File: src/rtl/emmc_crc_lanes.sv
// Multi-lane serial CRC engine for the eMMC CMD line (CRC7) and DAT bus (CRC16).
// Each lane accumulates its own CRC, then either shifts it out or checks it.
module emmc_crc_lanes #(
    parameter int          CRC_W = 16,
    parameter logic [15:0] POLY  = 16'h1021,
    parameter int          LANES = 4
) (
    input  logic                   clk,
    input  logic                   rst,
    input  logic                   start,
    input  logic                   mode,
    input  logic                   din_valid,
    input  logic [LANES-1:0]       din,
    input  logic                   last,
    input  logic                   out_ready,
    output logic [LANES-1:0]       crc_out,
    output logic                   crc_out_valid,
    output logic [LANES*CRC_W-1:0] crc_q,
    output logic                   busy,
    output logic                   done,
    output logic [LANES-1:0]       crc_err
);

    localparam int                CW       = $clog2(CRC_W + 1);
    localparam logic [CW-1:0]     LAST_BIT = CW'(CRC_W - 1);
    localparam logic [CRC_W-1:0]  POLY_W   = POLY[CRC_W-1:0];

    typedef enum logic [1:0] {
        IDLE,
        ACCUM,
        EMIT,
        CHECK
    } state_t;

    state_t             state, state_n;
    logic [CRC_W-1:0]   crc_r [LANES];
    logic [CRC_W-1:0]   crc_n [LANES];
    logic [CW-1:0]      bitcnt, bitcnt_n;
    logic [LANES-1:0]   err_r, err_n;
    logic [LANES-1:0]   crc_err_n;
    logic               mode_r, mode_n;
    logic               done_n;
    logic [LANES-1:0]   msb;

    always_comb begin
        crc_q = '0;
        msb   = '0;
        for (int i = 0; i < LANES; i++) begin
            crc_q[i*CRC_W +: CRC_W] = crc_r[i];
            msb[i]                  = crc_r[i][CRC_W-1];
        end
    end

    assign crc_out       = (state == EMIT) ? msb : '0;
    assign crc_out_valid = (state == EMIT);
    assign busy          = (state != IDLE);

    always_comb begin
        state_n   = state;
        crc_n     = crc_r;
        bitcnt_n  = bitcnt;
        err_n     = err_r;
        crc_err_n = crc_err;
        mode_n    = mode_r;
        done_n    = 1'b0;
        if (start) begin
            // start overrides everything, including a same-cycle data bit
            state_n   = ACCUM;
            bitcnt_n  = '0;
            err_n     = '0;
            crc_err_n = '0;
            mode_n    = mode;
            for (int i = 0; i < LANES; i++) begin
                crc_n[i] = '0;
            end
        end else begin
            unique case (state)
                IDLE: begin
                end
                ACCUM: begin
                    if (din_valid) begin
                        for (int i = 0; i < LANES; i++) begin
                            crc_n[i] = {crc_r[i][CRC_W-2:0], 1'b0}
                                     ^ ((din[i] ^ msb[i]) ? POLY_W : '0);
                        end
                        if (last) begin
                            state_n  = mode_r ? CHECK : EMIT;
                            bitcnt_n = '0;
                        end
                    end
                end
                EMIT: begin
                    if (out_ready) begin
                        for (int i = 0; i < LANES; i++) begin
                            crc_n[i] = {crc_r[i][CRC_W-2:0], 1'b0};
                        end
                        bitcnt_n = bitcnt + 1'b1;
                        if (bitcnt == LAST_BIT) begin
                            state_n = IDLE;
                            done_n  = 1'b1;
                        end
                    end
                end
                CHECK: begin
                    if (din_valid) begin
                        err_n = err_r | (din ^ msb);
                        for (int i = 0; i < LANES; i++) begin
                            crc_n[i] = {crc_r[i][CRC_W-2:0], 1'b0};
                        end
                        bitcnt_n = bitcnt + 1'b1;
                        if (bitcnt == LAST_BIT) begin
                            crc_err_n = err_n;
                            done_n    = 1'b1;
                            state_n   = IDLE;
                        end
                    end
                end
                default: state_n = IDLE;
            endcase
        end
    end

    always_ff @(posedge clk or posedge rst) begin
        if (rst) begin
            state   <= IDLE;
            bitcnt  <= '0;
            err_r   <= '0;
            crc_err <= '0;
            mode_r  <= 1'b0;
            done    <= 1'b0;
            for (int i = 0; i < LANES; i++) begin
                crc_r[i] <= '0;
            end
        end else begin
            state   <= state_n;
            bitcnt  <= bitcnt_n;
            err_r   <= err_n;
            crc_err <= crc_err_n;
            mode_r  <= mode_n;
            done    <= done_n;
            for (int i = 0; i < LANES; i++) begin
                crc_r[i] <= crc_n[i];
            end
        end
    end

endmodule

File: config.mk
export PLATFORM = sky130hd
export DESIGN_NAME = emmc_crc_lanes
export DESIGN_NICKNAME = d
export VERILOG_FILES = /design/src/rtl/emmc_crc_lanes.sv
export SDC_FILE = /design/constraint.sdc
export NUM_CORES = 1
export LEC_CHECK = 0
export ABC_AREA = 1
export CORE_MARGIN = 4
export CORE_UTILIZATION = 50
export CTS_BUF_LIST = sky130_fd_sc_hd__clkbuf_8
export CTS_CLUSTER_DIAMETER = 50
export DETAILED_ROUTE_END_ITERATION = 8
export PLACE_DENSITY = 0.79
export REMOVE_ABC_BUFFERS = 1
export SLEW_MARGIN = 20
export SYNTH_ARGS = -nofsm -noshare
export SYNTH_HDL_FRONTEND = slang
export SYNTH_SLANG_ARGS = --single-unit
File: constraint.sdc
create_clock -name clk -period 5.3 [get_ports clk]
set_input_delay 0.795 -clock clk [delete_from_list [all_inputs] [get_ports clk]]
set_output_delay 0.795 -clock clk [all_outputs]
set_load 0.02 [all_outputs]
; ---- Word-level counts from Yosys, hierarchy flattened
; Cells that the tools add are included.
[totals]
register_bits = 81
[classes]
eq_ne = 8
n_addsub = 1
mux = 36
reduce_logical = 9
bitwise_logic = 10
[op_table]
columns = operator, count
row1 = 64-bit 2-to-1 mux, 4
row2 = 64-bit case mux with 3 select lines, 1
row3 = 16-bit by 13-bit XOR with 16-bit output, 4
row4 = 13-bit 2-to-1 mux, 4
row5 = 4-bit 2-to-1 mux, 8
row6 = 5-bit 2-to-1 mux, 5
row7 = 5-bit case mux with 3 select lines, 1
row8 = 2-bit 2-to-1 mux, 6
row9 = "3-bit != test, second input constant", 4
row10 = 2-bit nonzero test, 4
row11 = 2-bit case mux with 3 select lines, 1
row12 = "5-bit by 1-bit adder with 5-bit output, second input constant", 1
row13 = "5-bit by 4-bit equality test with 1-bit output, second input constant", 1
row14 = 1-bit 2-to-1 mux, 5
row15 = 5-bit AND reduction, 1
row16 = "2-bit equality test, second input constant", 2
row17 = 4-bit bitwise OR, 1
row18 = 4-bit AND reduction, 1
row19 = 4-bit nonzero test, 1
row20 = 1-bit XOR, 4
row21 = 4-bit XOR, 1
row22 = 3-bit AND reduction, 1
row23 = "2-bit by 1-bit equality test with 1-bit output, second input constant", 1
row24 = 1-bit case mux with 2 select lines, 1
row25 = 2-bit AND reduction, 1

; ---- Logic depth before layout (Yosys ltp)
; Gate-level depths: netlist (run 1).
[logic_depth]
ltp_word = 6
depth_mapped = 8
mapped_depth_nobuf = 8

; ---- Least setup slack after synthesis (run 1)
; Ideal clock, no wire load.
[synth_timing]
path_kind = flip-flop to output port
from = reg state[1]
to = out crc_out[0]
t_arrival_ns = 1.426
stages_incl_launch_ff = 6
path_slack_ns = 3.079
required_ns = 4.505
path_cell_list = dfrtp_1 inv_1 buf_2 nor2_1 inv_1 nor2_1
[synth_via]
elab_chain_len = 2
[synth_rtl]
columns = element, line
row1 = "start, declared", 35  ; state_t state, state_n;
row2 = "start signal, assigned", 135  ; state <= state_n;
row3 = 2-bit equality test, -
row4 = named net crc_out_valid, 17  ; output logic crc_out_valid,
row5 = 4-bit 2-to-1 mux, 54  ; assign crc_out = (state == EMIT) ? msb : '0;
row6 = "end, declared", 16  ; output logic [LANES-1:0] crc_out,
; The timed path passes the listed nets, and every way through them passes these cells.

; ---- Worst setup path in the final report (run 1)
[layout_timing]
from = in start
to = reg crc_r, in the netlist crc_q[16]
[layout_via]
elab_chain_len = 2
elab_cells_between_ends = 6
[layout_rtl]
columns = element, line
row1 = "start, declared", 10  ; input logic start,
row2 = 3-bit != test (no line) / 4-bit nonzero test (equally long branches), -
row3 = 4-bit AND reduction (no line), -
row4 = "end signal, assigned by index", 142  ; crc_r[i] <= crc_n[i];
row5 = "end, declared", 36  ; logic [CRC_W-1:0] crc_r [LANES];
; Several ways; a longest one is shown, not always the timed one.
; A chain may end at the register's enable or synchronous reset.

==> results of run 1 <==
-- metal layers --
| layer | up-vias | global-route usage [%] |
|---|---|---|
| met1 | 1386 | 27.7 |
| met5 | - | 0 |
| met3 | 14 | 5.67 |
| met2 | 94 | 32.9 |
| met4 | 0 | 6.38 |
| li1 | 1388 | - |
-- cells by family (layout without fill, tap and decap cells) --
logic type / after synthesis / after routing / synth area share, %
compound gates: 74 / 74 / 12.9
fa+ha+maj: 2 / 2 / 0.738
buf+inv: 97 / 186 / 11.3
flops: 81 / 81 / 59.8
simple gates: 124 / 124 / 15.3
-- report_power, final --
| group | internal, mW | switching (mW) | total [mW] |
|---|---|---|---|
| logic | 0.219 | 0.343 | 0.563 |
| registers | 0.702 | 0.0651 | 0.767 |
| clock network | 0.246 | 0.234 | 0.480 |
-- sequential cells by signal, indices dropped and copies added (netlist names) --
name and count:
err_r 4, state 2, bitcnt 5, crc_q 64, mode_r 1, done 1
crc_err 4
-- final cells by class --
class,count,area [um^2],share of cell area [%]
sequential,81,2030,44.9
multi-input combinational,200,983,21.8
timing repair buffer,87,886,19.6
inverter,83,313,6.92
clock buffer,11,151,3.35
tap,77,96.3,2.13
clock inverter,5,62.6,1.38
-- placed cells by master (no fill, tap or decap), drive strengths merged --
master	instances
bufinv	1
ha	2
inv	83
clkdlybuf4s50	85
dfrtp	81
nand3b	1
o21ai	15
clkinv	2
o211ai	1
o22ai	53
or2	3
buf	2
nand4	8
clkbuf	11
a21oi	5
nor2	19
nand2	83
nand3	10
clkinvlp	2
-- per-stage QoR --
stage,cell area [um^2],total power [mW],setup WS (ns),cells
after global placement,4280,1.32,1.89,527
after detailed placement,4280,1.34,1.81,527
after floorplan,3320,1.09,2.42,364
after CTS,4490,1.81,2.16,543
final,4520,1.81,2.15,544
after global routing,4520,1.91,1.82,544
-- worst max-delay path by stage --
stage	startpoint	endpoint	slack [ns]	depth (start not counted)
3_3_place_gp	start	crc_q[16]$_DFFE_PP0P_	1.89	7
6_report	start	crc_q[16]$_DFFE_PP0P_	2.15	7
3_5_place_dp	start	crc_q[11]$_DFFE_PP0P_	1.81	7
4_1_cts	start	crc_q[39]$_DFFE_PP0P_	2.16	7
2_1_floorplan	rst	bitcnt[0]$_DFFE_PP0P_	2.42	1
5_1_grt	start	crc_q[33]$_DFFE_PP0P_	1.82	7
-- worst register-to-register path, cell delays in order (launching register included) --
cell	delay (ns)
dfrtp_1	0.44
nand2_1	0.09
nor2_1	0.12
inv_1	0.09
nand2_4	0.47
nand2_2	0.74
o22ai_1	0.38
==> impl_metrics.ini, run 1 <==
[cts]
cts_made_buffers = 9
htreeDepth = 3
cts-root-buf = clkbuf_8
cts_hold_buf = 0
postCtsSetupRepairBufs = 0
cts_tree = yes
cts_buffer_depth = 2
clock-sinks = 81
clk_pin_slew_ns = 0.09
clock_latency_ns = 0.35
cts_resized = 0

[route]
drt-met1-wl_um = 3440
wl_met2_um = 4080
routed.top_layer = met4
route.vias.total = 2882
ant_nets = 0
drc = 0
drt_first_iter_violations = 243
drt-wirelength-per-cell_um = 15.0
drt-total-wl_um = 8140
wl_met3_um = 483
vias_per_cell = 5.30
first_pass_iters = 5

[min_path]
hold_class = reg -> reg
min_path_cells = 2
hold_start = crc_err[2]$_DFFE_PP0P_
min_to = crc_err[2]$_DFFE_PP0P_

[logic_synthesis]
netlist_area_um2 = 3390
async_flop_share_pct = 100
yosysMostFrequentCell = inv_1
syn_avg_cell_area_um2 = 8.97
yosys.area.top_type_share_pct = 59.8
synth-edff-count = 0
synth_area_leader_cell = dfrtp_1
ys_warn_count = 0
synth_cell_type_count = 17
ys_seq_elements = 81
synthCells = 378
ys.flop_type = dfrtp_1
synth_commonest_cells = inv_1, dfrtp_1, nand2_1
yosysSeqAreaShare_pct = 59.8
netlist_top_cells_area = dfrtp_1, o22ai_1, inv_1, nand2_1, o21ai_0

[critical_path]
rrSetupSlack_ns = 2.87
cp_max_fo = 63
endpoint_kind = flop
crit_type = in -> reg
cp-start-kind = input pin
cpMostUsedCell = inv_1
arrival_ns = 3.39
r2r_cells = 6
crit_family = simple AND/OR/NAND/NOR gates
worstReg2RegStart = state[1]$_DFFE_PP0P_
cpMaxStageDelayCell = nand2_2
critical_path.cell_chain = clkdlybuf4s50_1 -> inv_1 -> nand2_1 -> inv_1 -> nand2_4 -> nand2_2 -> o22ai_1
required_ns = 5.54
max_stage_delay_ns = 0.74
r2r-end = crc_q[16]$_DFFE_PP0P_
crit_buf_inv = 3

[global_routing]
grt_max_degree = 82
track_usage_pct = 20.7
grt_antenna_before_repair = 0
grt-ovfl-total = 0
grt_pass1_wl_um = 13700
grt_pass1_vias = 2854

[floorplanning]
num_io_pins = 86
row_count = 29
die_area_um2 = 8170
die_y_um = 90.4
die_w_um = 90.4
initial_utilization_pct = 52.5
coreArea_um2 = 6460

[sta]
worst_pin_slew_ns = 1.00
max_freq_mhz = 318
fin_crit_ns = 3.15
finalClockSkew_ns = 0.0122
setup_viol_count_final = 0
period_share_pct = 59.4
setup_tns_ns = 0
hold_slack_ns = 0.493
drv_slew = 0
relSlewSlack_pct = 32.8
rsz0062_at_grt = no
hold_violations = 0

[power]
p_per_area_nw_per_um2 = 401
vdd_drop_max_mv = 0.219
power_leakage_nw = 2.04

[finish]
num-fill-cells = 502
finalNetCount = 475
area_growth_syn_to_layout_pct = 33.2
utilization_pct = 70.0
num_antenna_cells = 0
drive_gt1_share_pct = 4.93

[placement]
io_buffers = 85
place.detailed.hpwl_um = 5490
gp_congestion = 0.856

[outcome]
status = complete, no violations

[run]
cap_violations = 0
Power figures use the tool's default switching activity.
==> run 2: changes to the inputs <==
clock period = 3.27 ns   (was 5.3 ns; I/O delays follow)
==> impl_metrics.ini, run 2 (same netlist as run 1, synthesis figures left out) <==
[placement]
io_buffers = 85
post-place-ws_ns = 0.791
gp_congestion = 0.822
place_area_um2 = 4310
dp.cells = 529
place.detailed.hpwl_um = 5530

[cts]
clk_pin_slew_ns = 0.08
htreeDepth = 3
cts_hold_buf = 0
clock-sinks = 81
postCtsSetupRepairBufs = 0
clock_latency_ns = 0.34
cts_resized = 0
cts_made_buffers = 9
cts_tree = yes
cts_buffer_depth = 2
cts-root-buf = clkbuf_8

[global_routing]
grt_max_degree = 82
grt-ovfl-total = 0
grt_pass1_vias = 2785
grt_pass1_wl_um = 13500
grt_antenna_before_repair = 0
track_usage_pct = 20.4

[sta]
hold_violations = 0
max_freq_mhz = 368
drv_slew = 0
fin_crit_ns = 2.72
worst_slack_ns = 0.552
hold_slack_ns = 0.490
rsz0062_at_grt = no
setup_tns_ns = 0
finalClockSkew_ns = 0.00622
setup_viol_count_final = 0
relSlewSlack_pct = 47.9
period_share_pct = 83.1
worst_pin_slew_ns = 0.778

[floorplanning]
die_y_um = 90.4
die_w_um = 90.4
num_io_pins = 86
die_area_um2 = 8170
initial_utilization_pct = 52.5
row_count = 29
coreArea_um2 = 6460

[finish]
area_growth_syn_to_layout_pct = 32.0
largest_reg_flops = 64
stdcell_count = 544
final_area_um2 = 4480
drive_gt1_share_pct = 4.50
num_antenna_cells = 0
layout_common_cells = clkdlybuf4s50_1, inv_1, nand2_1, dfrtp_1, o22ai_1
finalNetCount = 476
layout_commonest_cell = clkdlybuf4s50_1
utilization_pct = 69.3
num-fill-cells = 535

[route]
drt-wirelength-per-cell_um = 14.7
routed.top_layer = met4
drt-total-wl_um = 8010
drt_first_iter_violations = 141
vias_per_cell = 5.21
wl_met2_um = 3870
drc = 0
drt-met1-wl_um = 3610
first_pass_iters = 5
route.vias.total = 2836
wl_met3_um = 398
ant_nets = 0

[outcome]
status = complete, no violations

[min_path]
hold_class = reg -> reg

[critical_path]
cp_max_fo = 15
crit_type = reg -> out
arrival_ns = 2.23
cp-start-kind = flop
endpoint_kind = output pin
required_ns = 2.78

[power]
power_leakage_nw = 2.04
vdd_drop_max_mv = 0.411
p_total_mw = 2.81
p_per_area_nw_per_um2 = 627

[run]
cap_violations = 0
[run 2: cell count changes in the layout (fill, tap and decap cells not counted), sizes merged]
| cell | delta |
|---|---|
| clkinvlp | -2 |
| buf | +1 |
| bufinv | -1 |
| clkinv | +1 |
| inv | +1 |
[run 2: path summary, 6_finish.rpt]
| check | endpoint | slack [ns] | start | depth (start not counted) |
|---|---|---|---|---|
| min reg2reg | crc_err[2]$_DFFE_PP0P_ | 0.49 | crc_err[2]$_DFFE_PP0P_ | 2 |
| max | crc_out[3] | 0.55 | state[1]$_DFFE_PP0P_ | 5 |
| max reg2reg | crc_err[1]$_DFFE_PP0P_ | 1.52 | bitcnt[0]$_DFFE_PP0P_ | 6 |
| min | crc_err[2]$_DFFE_PP0P_ | 0.49 | crc_err[2]$_DFFE_PP0P_ | 2 |
| max in group asynchronous | crc_q[49]$_DFFE_PP0P_ | 2.38 | rst | 3 |
| min in group asynchronous | crc_q[23]$_DFFE_PP0P_ | 0.54 | rst | 3 |
[run 2: critical path, stage by stage (launching register included)]
cell             delay [ns]
dfrtp_1                0.44
inv_1                  0.26
nor2_1                 0.27
inv_1                  0.15
nor2_1                 0.15
clkdlybuf4s50_1        0.62
[run 2: per-layer routing]
metal / track usage, % / vias up
li1: - / 1380
met5: 0 / -
met3: 4.33 / 12
met2: 32.0 / 91
met4: 8.42 / 0
met1: 27.5 / 1353
[run 2: final cells by class]
cell class	instances	area, um^2	share of cell area [%]
Timing Repair Buffer	88	886	19.8
Multi-Input combinational cell	200	983	22.0
Clock buffer	11	151	3.38
Clock inverter	4	21.3	0.475
Inverter	83	313	6.99
Sequential cell	81	2030	45.3
Tap cell	77	96.3	2.15
[run 2: report_power, final]
group	internal [mW]	switching, mW
combinational	0.359	0.560
clock	0.308	0.336
sequential	1.14	0.106
total	1.81	1.00
==> run 3: changes to the inputs <==
CORE_UTILIZATION = 46   (was 50)
PLACE_DENSITY = 0.77   (was 0.79)
clock period = 2.4 ns   (was 3.27 ns; I/O delays follow)
==> impl_metrics.ini, run 3 (same netlist as run 1, synthesis figures left out) <==
[outcome]
status = complete, no violations

[route]
first_pass_iters = 4
routed.top_layer = met4
wl_met2_um = 3890
drt_first_iter_violations = 162
drc = 0
ant_nets = 0
wl_met3_um = 480
route.vias.total = 2850
vias_per_cell = 4.97
drt-wirelength-per-cell_um = 14.2
drt-met1-wl_um = 3620
drt-total-wl_um = 8120

[cts]
postCtsSetupRepairBufs = 0
clock-sinks = 81
cts_resized = 0
cts_tree = yes
cts_buffer_depth = 2
htreeDepth = 3
clock_latency_ns = 0.34
cts_made_buffers = 9
cts_hold_buf = 0
cts-root-buf = clkbuf_8
clk_pin_slew_ns = 0.08

[sta]
hold_slack_ns = 0.419
setup_tns_ns = 0
worst_pin_slew_ns = 0.679
rsz0062_at_grt = no
relSlewSlack_pct = 54.6
setup_viol_count_final = 0
worst_slack_ns = 0.122
drv_slew = 0
hold_violations = 0
fin_crit_ns = 2.28
period_share_pct = 94.9
max_freq_mhz = 439
finalClockSkew_ns = 0.00638

[critical_path]
endpoint_kind = output pin
cp_max_fo = 6
crit_type = reg -> out
arrival_ns = 1.92
required_ns = 2.04
cp-start-kind = flop

[placement]
dp.cells = 558
post-place-ws_ns = 0.409
gp_congestion = 0.827
io_buffers = 85
place_area_um2 = 4390
place.detailed.hpwl_um = 5820

[min_path]
hold_class = in -> async

[floorplanning]
num_io_pins = 86
coreArea_um2 = 7210
die_y_um = 93.9
row_count = 31
initial_utilization_pct = 47.0
die_area_um2 = 8810
die_w_um = 93.9

[run]
cap_violations = 0

[finish]
stdcell_count = 573
layout_commonest_cell = clkdlybuf4s50_1
utilization_pct = 63.5
layout_common_cells = clkdlybuf4s50_1, inv_1, nand2_1, dfrtp_1, o22ai_1
area_growth_syn_to_layout_pct = 35.1
drive_gt1_share_pct = 5.91
largest_reg_flops = 64
num-fill-cells = 608
finalNetCount = 483
num_antenna_cells = 0
final_area_um2 = 4580

[global_routing]
grt-ovfl-total = 0
grt_max_degree = 40
grt_antenna_before_repair = 0
track_usage_pct = 19.4
grt_pass1_vias = 2841
grt_pass1_wl_um = 13600

[power]
p_total_mw = 3.97
p_per_area_nw_per_um2 = 868
power_leakage_nw = 2.07
vdd_drop_max_mv = 0.478
[run 3: cell count changes in the layout (fill, tap and decap cells not counted)]
cell / change
buf_4: +7
clkinv_2: -1
clkinvlp_4: +1
bufinv_16: +1
clkinv_4: -1
[run 3: final timing paths]
path | startpoint | to | slack [ns] | cells past startpoint
setup / recovery | state[1]$_DFFE_PP0P_ | crc_out[3] | 0.12 | 5
hold / removal | rst | crc_q[39]$_DFFE_PP0P_ | 0.42 | 2
setup reg to reg | bitcnt[0]$_DFFE_PP0P_ | crc_err[2]$_DFFE_PP0P_ | 0.66 | 6
hold reg to reg | crc_err[3]$_DFFE_PP0P_ | crc_err[3]$_DFFE_PP0P_ | 0.49 | 2
max in group asynchronous | rst | crc_q[6]$_DFFE_PP0P_ | 1.37 | 3
min in group clk | crc_err[3]$_DFFE_PP0P_ | crc_err[3]$_DFFE_PP0P_ | 0.49 | 2
[run 3: area by class of cell]
cell class / count / area, um^2 / share of cell area (%)
timing repair buffer: 95 / 938 / 20.5
tap: 99 / 124 / 2.70
inverter: 83 / 313 / 6.83
multi-input combinational: 200 / 983 / 21.5
sequential: 81 / 2030 / 44.2
clock inverter: 4 / 45.0 / 0.983
clock buffer: 11 / 151 / 3.30
[run 3: layer usage]
metal  track usage [%]  up-vias
li1                  -     1393
met1              26.4     1366
met2              30.5       81
met3              4.49       10
met4              6.74        0
met5                 0        -
[run 3: worst max-delay path: stages, from the launching register on]
cell and delay [ns]:
dfrtp_1 0.45, inv_1 0.08, nor2_1 0.12, inv_1 0.13, nor2_1 0.17, clkdlybuf4s50_1 0.63
[run 3: where the power goes]
| part | internal (mW) | switching [mW] |
|---|---|---|
| sequential | 1.55 | 0.142 |
| clock | 0.526 | 0.477 |
| combinational | 0.514 | 0.766 |
